File: src/rtl/arc4_prga.sv
// ARC4 pseudo-random generation stage: walks the scheduled S array, swaps entries in place
// and XORs the keystream with the length-prefixed ciphertext into plaintext memory.
module arc4_prga (
  input  logic       clk,
  input  logic       rst_n,
  input  logic       en,
  output logic       rdy,
  output logic [7:0] s_addr,
  input  logic [7:0] s_rddata,
  output logic [7:0] s_wrdata,
  output logic       s_wren,
  output logic [7:0] ct_addr,
  input  logic [7:0] ct_rddata,
  output logic [7:0] pt_addr,
  output logic [7:0] pt_wrdata,
  output logic       pt_wren
);

  typedef enum logic [3:0] {
    StIdle,
    StRdLen,
    StWrLen,
    StIncI,
    StRdSi,
    StRdSj,
    StWrSj,
    StRdPad,
    StXor
  } state_e;

  state_e     state_q, state_d;
  logic [7:0] i_q, i_d;
  logic [7:0] j_q, j_d;
  logic [7:0] k_q, k_d;
  logic [7:0] len_q, len_d;
  logic [7:0] si_q, si_d;
  logic [7:0] sj_q, sj_d;

  always_ff @(posedge clk) begin
    if (!rst_n) begin
      state_q <= StIdle;
      i_q     <= 8'h00;
      j_q     <= 8'h00;
      k_q     <= 8'h00;
      len_q   <= 8'h00;
      si_q    <= 8'h00;
      sj_q    <= 8'h00;
    end else begin
      state_q <= state_d;
      i_q     <= i_d;
      j_q     <= j_d;
      k_q     <= k_d;
      len_q   <= len_d;
      si_q    <= si_d;
      sj_q    <= sj_d;
    end
  end

  always_comb begin
    state_d   = state_q;
    i_d       = i_q;
    j_d       = j_q;
    k_d       = k_q;
    len_d     = len_q;
    si_d      = si_q;
    sj_d      = sj_q;
    rdy       = 1'b0;
    s_addr    = 8'h00;
    s_wrdata  = 8'h00;
    s_wren    = 1'b0;
    ct_addr   = 8'h00;
    pt_addr   = 8'h00;
    pt_wrdata = 8'h00;
    pt_wren   = 1'b0;

    unique case (state_q)
      StIdle: begin
        rdy = 1'b1;
        if (en) begin
          i_d     = 8'h00;
          j_d     = 8'h00;
          k_d     = 8'h01;
          state_d = StRdLen;
        end
      end
      StRdLen: begin
        ct_addr = 8'h00;
        state_d = StWrLen;
      end
      StWrLen: begin
        len_d     = ct_rddata;
        pt_addr   = 8'h00;
        pt_wrdata = ct_rddata;
        pt_wren   = 1'b1;
        state_d   = (ct_rddata == 8'h00) ? StIdle : StIncI;
      end
      StIncI: begin
        i_d     = i_q + 8'h01;
        s_addr  = i_q + 8'h01;
        state_d = StRdSi;
      end
      StRdSi: begin
        si_d    = s_rddata;
        j_d     = j_q + s_rddata;
        s_addr  = j_q + s_rddata;
        state_d = StRdSj;
      end
      StRdSj: begin
        // S[i] <= S[j]; when i == j both writes carry the same value
        sj_d     = s_rddata;
        s_addr   = i_q;
        s_wrdata = s_rddata;
        s_wren   = 1'b1;
        state_d  = StWrSj;
      end
      StWrSj: begin
        s_addr   = j_q;
        s_wrdata = si_q;
        s_wren   = 1'b1;
        state_d  = StRdPad;
      end
      StRdPad: begin
        s_addr  = si_q + sj_q;
        ct_addr = k_q;
        state_d = StXor;
      end
      StXor: begin
        pt_addr   = k_q;
        pt_wrdata = s_rddata ^ ct_rddata;
        pt_wren   = 1'b1;
        if (k_q == len_q) begin
          state_d = StIdle;
        end else begin
          k_d     = k_q + 8'h01;
          state_d = StIncI;
        end
      end
      default: state_d = StIdle;
    endcase
  end

endmodule

File: config.mk
export PLATFORM = sky130hd
export DESIGN_NAME = arc4_prga
export DESIGN_NICKNAME = d
export VERILOG_FILES = /design/src/rtl/arc4_prga.sv
export SDC_FILE = /design/constraint.sdc
export NUM_CORES = 1
export LEC_CHECK = 0
export ABC_CLOCK_PERIOD_IN_PS = 7760
export CELL_PAD_IN_SITES_DETAIL_PLACEMENT = 0
export CELL_PAD_IN_SITES_GLOBAL_PLACEMENT = 1
export CORE_ASPECT_RATIO = 1.1
export CORE_UTILIZATION = 42
export DETAILED_ROUTE_END_ITERATION = 6
export PLACE_DENSITY_LB_ADDON = 0.1
export REMOVE_ABC_BUFFERS = 1
export SLEW_MARGIN = 40
export SYNTH_ARGS = -nofsm -noshare
export SYNTH_HDL_FRONTEND = slang
export SYNTH_SLANG_ARGS = --single-unit
File: constraint.sdc
create_clock -name clk -period 7.76 [get_ports clk]
set_clock_uncertainty 0.15 [all_clocks]
set_input_delay 2.328 -clock clk [delete_from_list [all_inputs] [get_ports clk]]
set_output_delay 2.328 -clock clk [all_outputs]
set_load 0.01 [all_outputs]
==> results of run 1 <==
-- power groups by stage --
stage / clock [W] / sequential (W) / combinational (W)
2_1_floorplan: 0 / 0.000293 / 0.0000785
3_3_place_gp: 0 / 0.000296 / 0.000124
3_5_place_dp: 0 / 0.000297 / 0.000125
4_1_cts: 0.000170 / 0.000290 / 0.000125
5_1_grt: 0.000179 / 0.000293 / 0.000138
6_report: 0.000162 / 0.000290 / 0.000125
-- worst max-delay path, stage by stage --
cell,delay (ns)
sky130_fd_sc_hd__clkdlybuf4s50_1,0.57
sky130_fd_sc_hd__ha_1,0.23
sky130_fd_sc_hd__inv_1,0.06
sky130_fd_sc_hd__fa_1,0.38
sky130_fd_sc_hd__nor2b_1,0.17
sky130_fd_sc_hd__o21a_1,0.15
sky130_fd_sc_hd__o21a_1,0.17
sky130_fd_sc_hd__o2111ai_1,0.12
sky130_fd_sc_hd__nor3b_2,0.21
sky130_fd_sc_hd__o211ai_1,0.09
sky130_fd_sc_hd__clkdlybuf4s50_1,0.57
-- logic make-up (layout without fill, tap and decap cells) --
logic type | after synthesis | count (layout)
simple gates | 214 | 214
buf+inv | 36 | 84
xor+xnor | 22 | 22
compound gates | 119 | 119
flops | 52 | 52
fa+ha+maj | 18 | 18
mux | 6 | 6
-- final timing paths --
check	from	to	slack, ns	depth (start not counted)
worst max-delay path	s_rddata[0]	s_addr[6]	0.23	11
worst min-delay path	sj_q[6]$_SDFFE_PN0N_	sj_q[6]$_SDFFE_PN0N_	0.32	2
worst max register to register	state_q[0]$_SDFFE_PN0P_	k_q[7]$_SDFFE_PN0P_	5.50	6
worst min register to register	sj_q[6]$_SDFFE_PN0N_	sj_q[6]$_SDFFE_PN0N_	0.32	2
-- through the flow --
stage / setup slack, ns / instance area (um^2) / hold slack (ns)
final: 0.233 / 4280 / 0.316
after global routing: 0.0166 / 4280 / 0.345
after CTS: 0.241 / 4280 / 0.318
after detailed placement: 0.258 / 4190 / 0.303
after global placement: 0.324 / 4180 / 0.302
after floorplan: 1.55 / 3430 / 0.290
-- cell usage after synthesis (2+ instances only) --
| library cell | number |
|---|---|
| sky130_fd_sc_hd__nor2b_1 | 3 |
| sky130_fd_sc_hd__xor2_2 | 2 |
| sky130_fd_sc_hd__and3_1 | 8 |
| sky130_fd_sc_hd__nor4_1 | 3 |
| sky130_fd_sc_hd__o21bai_1 | 6 |
| sky130_fd_sc_hd__or3_1 | 2 |
| sky130_fd_sc_hd__nor3_1 | 9 |
| sky130_fd_sc_hd__nor4_4 | 4 |
| sky130_fd_sc_hd__dfxtp_1 | 52 |
| sky130_fd_sc_hd__nand3_1 | 10 |
| sky130_fd_sc_hd__nand3b_1 | 2 |
| sky130_fd_sc_hd__a22oi_1 | 2 |
| sky130_fd_sc_hd__xnor2_1 | 8 |
| sky130_fd_sc_hd__a21oi_2 | 2 |
| sky130_fd_sc_hd__nand2_1 | 106 |
| sky130_fd_sc_hd__clkbuf_1 | 8 |
| sky130_fd_sc_hd__fa_1 | 2 |
| sky130_fd_sc_hd__inv_1 | 12 |
| sky130_fd_sc_hd__o211ai_1 | 4 |
| sky130_fd_sc_hd__nor2_1 | 33 |
| sky130_fd_sc_hd__mux2i_1 | 6 |
| sky130_fd_sc_hd__nand4_1 | 3 |
| sky130_fd_sc_hd__a21o_1 | 4 |
| sky130_fd_sc_hd__xor2_1 | 12 |
| sky130_fd_sc_hd__o21a_1 | 5 |
| sky130_fd_sc_hd__a221oi_1 | 3 |
| sky130_fd_sc_hd__a21oi_1 | 46 |
| sky130_fd_sc_hd__o21ai_0 | 20 |
| sky130_fd_sc_hd__o21ai_1 | 10 |
| sky130_fd_sc_hd__and2_1 | 19 |
| sky130_fd_sc_hd__buf_2 | 11 |
| sky130_fd_sc_hd__a211oi_1 | 4 |
| sky130_fd_sc_hd__buf_4 | 2 |
| sky130_fd_sc_hd__ha_1 | 16 |
-- flip-flops by register name, indices dropped and copies added, names as in the netlist --
name	cells
i_q	8
j_q	8
k_q	8
len_q	8
si_q	8
sj_q	8
state_q	4
-- area by class of cell --
| class | instances | area (um^2) | area share, % |
|---|---|---|---|
| inverters | 13 | 48.8 | 1.14 |
| flip-flops and latches | 52 | 1040 | 24.3 |
| clock buffers | 8 | 90.1 | 2.10 |
| multi-input cells | 379 | 2340 | 54.6 |
| well taps | 108 | 135 | 3.16 |
| repair buffers | 63 | 629 | 14.7 |
-- per-layer routing --
metal  vias up  GRT usage (%)  wire length [um]
met5         -              0                 0
met4         0           6.72               184
met3        12           2.87               264
met2        62           41.1              4720
met1      1547           29.2              4230
li1       1707              -                 -
==> impl_metrics.env, run 1 <==
export IMPL_status="complete, no violations"
export IMPL_finish_utilization_pct=53.3
export IMPL_place_detailed_hpwl_um=7050
export IMPL_tritoncts="done"
export IMPL_htree_levels=2
export IMPL_drt_total_wl_um=9390
export IMPL_critical_path_required_ns=5.28
export IMPL_synth_top_family_by_area="simple AND/OR/NAND/NOR gates"
export IMPL_clk_latency_worst_skew_pair_ns=0.31
export IMPL_synth_simple_area_share_pct=30.3
export IMPL_p_switching_w=0.000175
export IMPL_vias_in_the_first_global_route=3252
export IMPL_cap_viol_max_count=0
export IMPL_share_of_the_synthesized_netlist_area_taken_by_xor_and_xnor_gates_pct=5.86
export IMPL_worst_pin_slew_ns=0.769
export IMPL_syn_mean_instance_area_um2=7.58
export IMPL_final_net_count=551
export IMPL_synth_compound_gate_area_share_pct=21.3
export IMPL_min_period_over_period_pct=97.0
export IMPL_syn2layout_area_growth_pct=20.9
export IMPL_port_buffers=61
export IMPL_first_iter_violations=141
export IMPL_p_int_w=0.000402
export IMPL_clock_fmax_ghz=0.133
export IMPL_swShare_pct=30.3
export IMPL_synth_main_ff_cell="sky130_fd_sc_hd__dfxtp_1"
export IMPL_number_of_cts_inserted_buffers=5
export IMPL_number_of_distinct_library_cell_variants_in_the_gate_level_netlist_after_synthesis=62
export IMPL_maxSlewViolCount=0
export IMPL_path_clk_slew_ns=0.09
export IMPL_first_pass_iters=4
export IMPL_avgViaCountPerCell=5.34
export IMPL_syn_inst=467
export IMPL_design_portCount=62
export IMPL_power_share_combinational_pct=21.6
export IMPL_grt_max_degree=42
export IMPL_antenna_cells_inserted=0
export IMPL_vias=3328
export IMPL_finalPower_w=0.000577
export IMPL_power_per_cell_area_mw_per_mm2=135
export IMPL_ratio_of_cells_with_drive_above_1_in_the_final_layout_pct=5.24
export IMPL_synth_sequential_area_ratio_pct=29.4
export IMPL_global_route_overflow_total=0
export IMPL_share_clk_of_total_power_pct=28.1
export IMPL_yosysWarningCount=0
export IMPL_adder_and_majority_cell_fraction_of_the_synthesized_area_pct=6.78
export IMPL_drc=0
export IMPL_async_flop_share_pct=0
export IMPL_final_setup_tns_ns=0
export IMPL_number_of_setup_buffers_added_after_cts=0
export IMPL_timing_critical_path_fanout_max=5
export IMPL_setup_worst_path_class="input port to primary output"
export IMPL_coreArea_mm2=0.00804
export IMPL_grt_total_usage_pct=23.3
export IMPL_worstSetupStartpointType="input port"
export IMPL_synth_enable_flop_cells=0
export IMPL_die_area_mm2=0.00881
export IMPL_gpl_final_weighted_congestion=0.867
export IMPL_antenna_found_initial=0
export IMPL_ys_seq_elements=52
export IMPL_final_antenna_net_count=0
export IMPL_max_slew_margin_rel_pct=48.7
export IMPL_arrival_ns=5.05
export IMPL_die_width_um=89.6
export IMPL_rsz0062_at_grt="no"
export IMPL_synth_top_cells_by_area="sky130_fd_sc_hd__dfxtp_1 (29%), sky130_fd_sc_hd__nand2_1 (11%), sky130_fd_sc_hd__a21oi_1 (6.5%), sky130_fd_sc_hd__ha_1 (5.7%), sky130_fd_sc_hd__nor2_1 (3.5%)"
export IMPL_filler_cell_count=807
export IMPL_leading_cell_type_in_the_layout_fill_and_taps_excluded="sky130_fd_sc_hd__nand2_1"
export IMPL_fp_dieH_um=98.3
export IMPL_number_of_hold_repair_buffers_added_at_the_cts_stage=0
export IMPL_sequentialPowerShare_pct=50.3
export IMPL_standby_leakage_power_nw=1.65
export IMPL_root_buffer="sky130_fd_sc_hd__clkbuf_8"
export IMPL_post_synth_top_area_fraction_pct=29.4
export IMPL_finish_cell_count_without_fillers=623
export IMPL_floorplan_rows=34
export IMPL_grt_pass1_wl_um=16000
export IMPL_synth_cell_area_mm2=0.00354
export IMPL_worstSetupEndpointType="primary output"
export IMPL_worst_ir_drop_vdd_uv=63.7
export IMPL_start_util_pct=44.1
export IMPL_max_clock_path_buffers=2
export IMPL_hold_path_class="register to register"
export IMPL_synth_mux_area_share_pct=1.70
export IMPL_clock_sinks=52
export IMPL_final_hold_violation_count=0
export IMPL_report_final_setup_viol=0
export IMPL_period_needed_ns=7.53
export IMPL_layout_cells_most_common_list="sky130_fd_sc_hd__nand2_1 (106), sky130_fd_sc_hd__clkdlybuf4s50_1 (61), sky130_fd_sc_hd__dfxtp_1 (52)"
export IMPL_wire_per_inst_um=15.1
export IMPL_synthDominantAreaCellType="sky130_fd_sc_hd__dfxtp_1"
export IMPL_numPlacedInstances=615
export IMPL_number_of_cells_upsized_or_downsized_after_cts=0
(Power assumes the default switching activity.)
==> run 2: changes to the inputs <==
- CTS_BUF_LIST: not set -> sky130_fd_sc_hd__clkbuf_16
==> run 2 against run 1 <==
Compared with the run above: via count grew 0.21%; cell area grew 1.1%; utilization grew 0.58 points; sequential power is essentially flat; fmax is essentially flat; sequential share of layout area shrank 0.26 points; sequential cell count is the same; clock power grew 32%; first-iteration DRC count grew 9.2%; total power grew 8.9%.
==> impl_metrics.env, run 2 (synthesized netlist as in run 1, its figures left out) <==
export IMPL_avgViaCountPerCell=5.35
export IMPL_port_buffers=61
export IMPL_design_portCount=62
export IMPL_htree_levels=2
export IMPL_number_of_cts_inserted_buffers=5
export IMPL_gpl_final_weighted_congestion=0.867
export IMPL_numPlacedInstances=615
export IMPL_power_share_combinational_pct=19.8
export IMPL_setup_worst_path_class="input port to primary output"
export IMPL_tritoncts="done"
export IMPL_drc=0
export IMPL_coreArea_mm2=0.00804
export IMPL_sequentialPowerShare_pct=46.2
export IMPL_standby_leakage_power_nw=1.68
export IMPL_timing_critical_path_fanout_max=5
export IMPL_worst_ir_drop_vdd_uv=80.0
export IMPL_final_net_count=551
export IMPL_p_switching_w=0.000183
export IMPL_grt_max_degree=42
export IMPL_final_hold_violation_count=0
export IMPL_grt_total_usage_pct=23.4
export IMPL_rsz0062_at_grt="no"
export IMPL_number_of_cells_upsized_or_downsized_after_cts=0
export IMPL_fp_dieH_um=98.3
export IMPL_leading_cell_type_in_the_layout_fill_and_taps_excluded="sky130_fd_sc_hd__nand2_1"
export IMPL_antenna_cells_inserted=0
export IMPL_clock_sinks=52
export IMPL_max_clock_path_buffers=2
export IMPL_arrival_ns=5.04
export IMPL_root_buffer="sky130_fd_sc_hd__clkbuf_16"
export IMPL_syn2layout_area_growth_pct=22.2
export IMPL_drt_total_wl_um=9430
export IMPL_ratio_of_cells_with_drive_above_1_in_the_final_layout_pct=5.05
export IMPL_critical_path_required_ns=5.28
export IMPL_clk_latency_worst_skew_pair_ns=0.29
export IMPL_maxSlewViolCount=0
export IMPL_clock_fmax_ghz=0.133
export IMPL_swShare_pct=29.1
export IMPL_start_util_pct=44.1
export IMPL_floorplan_rows=34
export IMPL_hold_path_class="register to register"
export IMPL_final_antenna_net_count=0
export IMPL_place_detailed_hpwl_um=7050
export IMPL_worstSetupStartpointType="input port"
export IMPL_antenna_found_initial=0
export IMPL_number_of_hold_repair_buffers_added_at_the_cts_stage=0
export IMPL_power_per_cell_area_mw_per_mm2=145
export IMPL_wire_per_inst_um=15.1
export IMPL_filler_cell_count=798
export IMPL_cap_viol_max_count=0
export IMPL_vias=3335
export IMPL_final_setup_tns_ns=0
export IMPL_worst_pin_slew_ns=0.772
export IMPL_worst_path_max_delay_cell="sky130_fd_sc_hd__clkdlybuf4s50_1"
export IMPL_path_clk_slew_ns=0.07
export IMPL_number_of_setup_buffers_added_after_cts=0
export IMPL_worst_path_largest_cell_delay_ns=0.58
export IMPL_vias_in_the_first_global_route=3237
export IMPL_max_slew_margin_rel_pct=48.6
export IMPL_period_needed_ns=7.52
export IMPL_p_int_w=0.000446
export IMPL_share_clk_of_total_power_pct=34.0
export IMPL_finish_cell_count_without_fillers=623
export IMPL_first_iter_violations=154
export IMPL_min_period_over_period_pct=96.9
export IMPL_die_width_um=89.6
export IMPL_layout_cells_most_common_list="sky130_fd_sc_hd__nand2_1 (106), sky130_fd_sc_hd__clkdlybuf4s50_1 (61), sky130_fd_sc_hd__dfxtp_1 (52)"
export IMPL_global_route_overflow_total=0
export IMPL_first_pass_iters=4
export IMPL_worst_slack_ns=0.240
export IMPL_place_ws_ns=0.258
export IMPL_path_cells="clkdlybuf4s50_1 > ha_1 > inv_1 > fa_1 > nor2b_1 > o21a_1 > o21a_1 > o2111ai_1 > nor3b_2 > o211ai_1 > clkdlybuf4s50_1"
export IMPL_grt_pass1_wl_um=16000
export IMPL_status="complete, no violations"
export IMPL_report_final_setup_viol=0
export IMPL_die_area_mm2=0.00881
export IMPL_worstSetupEndpointType="primary output"
## run 2: changes by cell type in the layout (fill, tap and decap cells not counted)
cell and delta:
sky130_fd_sc_hd__clkbuf_1 -2, sky130_fd_sc_hd__clkbuf_16 +5, sky130_fd_sc_hd__clkbuf_8 -6, sky130_fd_sc_hd__clkinv_1 +1, sky130_fd_sc_hd__inv_1 +2
## run 2: per-stage QoR
stage,utilization (%),cell area (um^2),total power (W),hold WS [ns]
5_1_grt,53.8,4330,0.000660,0.340
4_1_cts,53.8,4330,0.000635,0.313
3_3_place_gp,52.0,4180,0.000421,0.302
2_1_floorplan,-,3430,0.000372,0.290
3_5_place_dp,52.1,4190,0.000421,0.303
6_report,53.8,4330,0.000629,0.311
## run 2: routing by layer
metal	GRT usage (%)	vias to the layer above	wire [um]
li1	-	1710	-
met1	29.3	1539	4170
met2	41.2	78	4780
met3	2.62	8	331
met4	7.08	0	149
met5	0	-	0
## run 2: worst paths after layout
check / startpoint / to / slack (ns) / depth (start not counted)
worst max-delay path: s_rddata[0] / s_addr[6] / 0.24 / 11
worst max register to register: state_q[0]$_SDFFE_PN0P_ / k_q[7]$_SDFFE_PN0P_ / 5.50 / 6
worst min-delay path: sj_q[6]$_SDFFE_PN0N_ / sj_q[6]$_SDFFE_PN0N_ / 0.31 / 2
worst min register to register: sj_q[6]$_SDFFE_PN0N_ / sj_q[6]$_SDFFE_PN0N_ / 0.31 / 2
## run 2: layout make-up
type                            instances  area, um^2  share of cell area, %
Tap cell                              108         135                   3.12
Timing Repair Buffer                   63         629                   14.5
Inverter                               13        48.8                   1.13
Clock buffer                            5         125                   2.89
Sequential cell                        52        1040                   24.1
Multi-Input combinational cell        379        2340                   54.0
Clock inverter                          3        11.3                  0.260
## run 2: power by group through the flow
stage	registers (W)	logic [W]	clock network, W
2_1_floorplan	0.000293	0.0000785	0
3_3_place_gp	0.000296	0.000124	0
3_5_place_dp	0.000297	0.000125	0
4_1_cts	0.000290	0.000125	0.000219
5_1_grt	0.000292	0.000138	0.000229
6_report	0.000290	0.000125	0.000214
## run 2: critical path: cells and delay by family
family	cells	cell delay [ns]
AO/OA/AOI/OAI	4	0.53
buffers and inverters	3	1.21
AND/OR/NAND/NOR	2	0.37
adder cells (fa/ha/maj)	2	0.61
==> run 3: changes to the inputs <==
- CTS_CLUSTER_SIZE: not set -> 25
==> results of run 3 <==
The final DEF is identical to that of run 2; final timing and power are the same.
